### config.mk
export PLATFORM = sky130hd
export DESIGN_NAME = trackball_quad_encoder
export DESIGN_NICKNAME = d
export VERILOG_FILES = /design/src/rtl/trackball_quad_encoder.sv
export SDC_FILE = /design/constraint.sdc
export NUM_CORES = 1
export LEC_CHECK = 0
export ABC_AREA = 1
export BUFFER_PORTS_ARGS = -buffer_cell sky130_fd_sc_hd__clkbuf_2
export CORE_UTILIZATION = 35
export DETAILED_ROUTE_END_ITERATION = 8
export PLACE_DENSITY = 0.49
export SLEW_MARGIN = 20
export SYNTH_ARGS = -nofsm -noshare
export SYNTH_HDL_FRONTEND = slang
export SYNTH_HIERARCHICAL = 1
export SYNTH_SLANG_ARGS = --single-unit
### constraint.sdc
create_clock -name clk -period 4.87 [get_ports clk]
set_clock_uncertainty 0.2 [all_clocks]
set_input_delay 0 -clock clk [delete_from_list [all_inputs] [get_ports clk]]
set_output_delay 0 -clock clk [all_outputs]
set_load 0.02 [all_outputs]
### src/rtl/trackball_quad_encoder.sv
// Signed mouse deltas -> two-axis quadrature A/B; build with TRACKBALL_ACCEL_EN for double edge rate at large backlog.
// Latency: first edge STEP_DIV clks after a delta reaches an idle axis, then one edge per STEP_DIV clks.
// Backpressure: none; every delta_vld strobe is absorbed into a saturating pending counter (ovf flags clamping).

module trackball_quad_axis #(
    parameter int STEP_DIV     = 2500,
    parameter int ACC_W        = 10,
    parameter int ACCEL_THRESH = 64
) (
    input  logic              clk,
    input  logic              reset,
    input  logic              enable,
    input  logic              delta_vld,
    input  logic signed [8:0] delta,
    output logic              a,
    output logic              b,
    output logic              busy,
    output logic              clamp
);
    localparam int DIV_W = $clog2(STEP_DIV);
    localparam int SUM_W = ACC_W + 2;
    localparam logic signed [ACC_W-1:0] P_LIM = ACC_W'((1 << (ACC_W - 1)) - 1);
    localparam logic signed [SUM_W-1:0] P_MAX = SUM_W'(P_LIM);
    localparam logic signed [SUM_W-1:0] P_MIN = -P_MAX;

    generate
        if ((STEP_DIV % 2) != 0 || STEP_DIV < 4 || ACC_W < 9 || ACCEL_THRESH < 1) begin : g_bad_param
            $error("trackball_quad_axis: illegal parameter set");
        end
    endgenerate

    logic signed [ACC_W-1:0] p;
    logic signed [ACC_W-1:0] p_nxt;
    logic [DIV_W-1:0]        div;
    logic [DIV_W-1:0]        tc;
    logic                    step;
    logic signed [SUM_W-1:0] d_ext;
    logic signed [SUM_W-1:0] s_ext;
    logic signed [SUM_W-1:0] sum;

`ifdef TRACKBALL_ACCEL_EN
    logic [ACC_W-1:0] mag;
    assign mag = p[ACC_W-1] ? ACC_W'(-p) : ACC_W'(p);
    // Terminal count re-evaluated every clk; '>=' in step absorbs a drop into the fast rate.
    assign tc  = (mag >= ACC_W'(ACCEL_THRESH)) ? DIV_W'(STEP_DIV / 2 - 1) : DIV_W'(STEP_DIV - 1);
`else
    assign tc  = DIV_W'(STEP_DIV - 1);
`endif

    assign busy = (p != '0);
    assign step = enable && busy && (div >= tc);

    always_comb begin
        s_ext = '0;
        if (step) begin
            s_ext = p[ACC_W-1] ? '1 : SUM_W'(1);
        end
        d_ext = delta_vld ? SUM_W'(delta) : '0;
        sum   = SUM_W'(p) + d_ext - s_ext;
        clamp = 1'b0;
        p_nxt = sum[ACC_W-1:0];
        if (sum > P_MAX) begin
            clamp = 1'b1;
            p_nxt = P_LIM;
        end else if (sum < P_MIN) begin
            clamp = 1'b1;
            p_nxt = -P_LIM;
        end
    end

    always_ff @(posedge clk or posedge reset) begin
        if (reset) begin
            p   <= '0;
            div <= '0;
            a   <= 1'b0;
            b   <= 1'b0;
        end else begin
            p <= p_nxt;
            // A reversal keeps the divider running; only landing on zero restarts it.
            if (!enable || !busy || step || (p_nxt == '0)) begin
                div <= '0;
            end else begin
                div <= div + 1'b1;
            end
            if (step) begin
                if (!p[ACC_W-1]) begin
                    a <= ~b;
                    b <= a;
                end else begin
                    a <= b;
                    b <= ~a;
                end
            end
        end
    end
endmodule

module trackball_quad_encoder #(
    parameter int STEP_DIV     = 2500,
    parameter int ACC_W        = 10,
    parameter int ACCEL_THRESH = 64
) (
    input  logic              clk,
    input  logic              reset,
    input  logic              enable,
    input  logic              delta_vld,
    input  logic signed [8:0] dx,
    input  logic signed [8:0] dy,
    input  logic              ovf_clr,
    output logic              x_a,
    output logic              x_b,
    output logic              y_a,
    output logic              y_b,
    output logic              x_busy,
    output logic              y_busy,
    output logic              ovf
);
    logic x_clamp;
    logic y_clamp;

    trackball_quad_axis #(
        .STEP_DIV(STEP_DIV), .ACC_W(ACC_W), .ACCEL_THRESH(ACCEL_THRESH)
    ) u_x (
        .clk(clk), .reset(reset), .enable(enable), .delta_vld(delta_vld), .delta(dx),
        .a(x_a), .b(x_b), .busy(x_busy), .clamp(x_clamp)
    );

    trackball_quad_axis #(
        .STEP_DIV(STEP_DIV), .ACC_W(ACC_W), .ACCEL_THRESH(ACCEL_THRESH)
    ) u_y (
        .clk(clk), .reset(reset), .enable(enable), .delta_vld(delta_vld), .delta(dy),
        .a(y_a), .b(y_b), .busy(y_busy), .clamp(y_clamp)
    );

    // A fresh clamp wins over a same-cycle clear.
    always_ff @(posedge clk or posedge reset) begin
        if (reset) begin
            ovf <= 1'b0;
        end else if (x_clamp || y_clamp) begin
            ovf <= 1'b1;
        end else if (ovf_clr) begin
            ovf <= 1'b0;
        end
    end
endmodule
==> impl_metrics.csv <==
group,metric,value,unit
clock_tree,clkTransAtPathRegs,0.07,ns
route,wl_per_cell,11.8,um
place,place_hpwl,7580,um
logic_synthesis,synthArstFlopShare,100,%
job,drv_cap,0,
critical_path,path_class,"reg -> reg",
critical_path,slowest_stage,"fa_1",
clock_tree,clock_sinks,49,
logic_synthesis,synthAdderAreaFrac,16.6,%
logic_synthesis,synth-edff-count,0,
critical_path,worstSetupStartpointType,"flop",
logic_synthesis,synthTopCellsByArea,"dfrtp_1 29%, nand2_1 13%, inv_1 11%",
logic_synthesis,synthMuxAreaShare,0,%
sta,tightest_slew,0.920,ns
final_layout,nets,692,
grt,antenna_found_initial,0,
run_status,status,"finished clean",
clock_tree,clockBufferDepth,2,
grt,grt.total_usage,15.7,%
clock_tree,cts_tree,"yes",
place,placed_area,4610,um2
logic_synthesis,synth-seq-cells,49,
grt,grt-ovfl-total,0,
sta,grt_setup_unrepaired,"no",
critical_path,worst-path-buf-inv,2,
sta,slew_headroom,38.6,%
logic_synthesis,synth_ff_type,"dfrtp_1",
final_layout,fin_area,4850,um2
logic_synthesis,post-synth-top-count-cell,"nand2_1",
critical_path,cp_slowest_stage_delay,0.52,ns
logic_synthesis,yosysTopAreaCell,"dfrtp_1",
sta,setup_tns,0,ns
floorplan,fp.dieW,113,um
critical_path,crit_fanout,12,
clock_tree,cts_inserted_buffers,5,
clock_tree,cts_setup_buffers,0,
pwr,ir_worst_vdd,0.323,mV
route,dr.pass1.iters,4,
clock_tree,cts.htree.levels,2,
floorplan,row_count,40,
route,num_vias,3478,
floorplan,pin_count,30,
final_layout,fill_cells,1267,
place,gp_congestion,0.810,
clock_tree,clk_latency,0.29,ns
sta,drv_slew,0,
route,ant_nets,0,
floorplan,initial_core_util,35.8,%
critical_path,r2r_slack,0.40,ns
sta,finalSetupViolCount,0,
pwr,power.density,724,nW/um2
route,routed_wl,9120,um
route,drtIter0Drc,84,
final_layout,syn2layout_area_growth,13.1,%
critical_path,path_cells,"ha_1 -> or2_2 -> o41ai_1 -> a31oi_1 -> nand2_1 -> nor2_4 -> fa_1 -> inv_1 -> ha_1 -> nand2_1 -> nand2_1 -> a21oi_2 -> nand2_2 -> a21oi_4 -> xor2_2 -> inv_2 -> nand2_4 -> nand2_2 -> nor2_4 -> nand3_2 -> nand2_4 -> nor2_1",
floorplan,die_area,12700,um2
logic_synthesis,syn_nets,653,
critical_path,crit_top_cell,"nand2_1",
floorplan,core-area,12000,um2
logic_synthesis,synth_area,4290,um2
final_layout,layout-drive-gt1-share,17.3,%
logic_synthesis,synthCells,584,
logic_synthesis,synth_xor_xnor_area_share,5.28,%
sta,hold-worst-slack,0.0730,ns
logic_synthesis,synth.yosys.seq_area_share,28.6,%
clock_tree,root_buffer,"clkbuf_16",
sta,min_period,4.47,ns
logic_synthesis,yosysUniqueCellTypes,36,
logic_synthesis,synth_common_cells,"147 x nand2_1, 121 x inv_1, 49 x dfrtp_1",
sta,layout_worst_path_cycle_share,91.8,%
logic_synthesis,synth-compound-area-share,4.82,%
logic_synthesis,synthSimpleGateAreaFrac,32.8,%
logic_synthesis,synth_top_area_share,28.6,%
logic_synthesis,syn_avg_cell_area,7.34,um2
critical_path,critPathRequiredTime,4.85,ns
sta,fmax,224,MHz
floorplan,fp.dieH,113,um
route,viasPerCell,4.51,
worst_hold_path,hp-class,"in -> reg",
sta,hold_viol_final,0,
sta,layout_setup_ws,0.400,ns
logic_synthesis,ys_warn_count,6,
grt,grt_max_degree,25,
critical_path,end_kind,"flop",
grt,grt_pass1_vias,3462,
critical_path,cp_data_arrival_time,4.44,ns
place,place_ws,-0.0888,ns
pwr,power,3.51,mW
critical_path,cpLargestDelayFamily,"simple AND/OR/NAND/NOR gates",
place,io_buffer_count,29,
pwr,p_leak,2.59,nW
final_layout,num_antenna_cells,0,
route,route.detailed.drc,0,
logic_synthesis,synth_top_family_by_area,"simple AND/OR/NAND/NOR gates",
grt,grt_pass1_wl,15800,um
[sequential cells by signal, indices dropped and copies added, names as in the netlist]
register	cells
u_x/b	1
u_y/div	12
u_y/b	1
u_y/a	1
ovf	1
u_x/div	12
u_x/a	1
u_x/p	10
u_y/p	10
[cell usage in the layout, fill, tap and decap left out, drive strengths merged, types with 13 or more instances in the layout]
cell / synthesis / routed
inv: 127 / 127
nand2: 168 / 168
nand3: 45 / 45
fa: 18 / 18
a21oi: 13 / 13
clkbuf: 2 / 35
ha: 28 / 28
dfrtp: 49 / 49
xor2: 23 / 23
nor2: 61 / 61
[cell families after synthesis]
group	Yosys count
AND/OR/NAND/NOR	299
buffers and inverters	132
flip-flops	49
adder cells (fa/ha/maj)	46
AO/OA/AOI/OAI	33
XOR/XNOR	25
[worst reg2reg max path, cell delays in order, from the launching register on]
cell     delay (ns)
dfrtp_1        0.42
ha_1           0.24
or2_2          0.29
o41ai_1        0.25
a31oi_1        0.15
nand2_1        0.15
nor2_4         0.10
fa_1           0.52
inv_1          0.04
ha_1           0.35
nand2_1        0.08
nand2_1        0.09
a21oi_2        0.19
nand2_2        0.10
a21oi_4        0.14
xor2_2         0.29
inv_2          0.10
nand2_4        0.11
nand2_2        0.09
nor2_4         0.10
nand3_2        0.10
nand2_4        0.19
nor2_1         0.07
[power breakdown]
group | internal [mW] | switching (mW) | total, mW
sequential | 0.517 | 0.0602 | 0.578
clock | 0.256 | 0.149 | 0.405
combinational | 0.839 | 1.69 | 2.52
total | 1.61 | 1.89 | 3.51
[metal layers]
| metal | up-vias | global-route usage (%) | part of all wire, % | routed length [um] |
|---|---|---|---|---|
| met5 | - | 0 | 0 | 0 |
| met4 | 0 | 3.47 | 1.0 | 94 |
| met3 | 7 | 2.32 | 2.1 | 194 |
| met2 | 35 | 27.3 | 48 | 4400 |
| met1 | 1577 | 20.5 | 49 | 4440 |
| li1 | 1859 | - | - | - |
[layout make-up]
class                      count  area, um2  area share [%]
clock inverter                 2       37.5           0.775
tap                          147        184            3.80
sequential                    49       1230            25.3
multi-input combinational    403       2570            53.1
inverter                     128        480            9.91
timing repair buffer          36        205            4.23
clock buffer                   6        139            2.87
[per-stage QoR]
step                cells  util (%)
floorplan             584         -
global placement      760      38.6
detailed placement    760      38.6
CTS                   771      40.3
global route          771      40.5
finish                771      40.5
[timing repair]
item,4_1_cts,5_1_grt
hold endpoints to repair,50,0
pin swaps,0,0
resized for setup,2,4
hold buffers,3,0
endpoints found under the setup margin,13,24
[path summary, 6_finish.rpt]
check / from / to / cells after the start
setup / recovery: u_y/div[0] / u_y/div[0] / 22
hold / removal: enable / u_x/div[10] / 5
setup reg to reg: u_y/div[0] / u_y/div[0] / 22
hold reg to reg: ovf / ovf / 2
max in group asynchronous: reset / u_x/p[8] / 3
min in group asynchronous: reset / u_y/div[7] / 3
(Power assumes the default switching activity.)
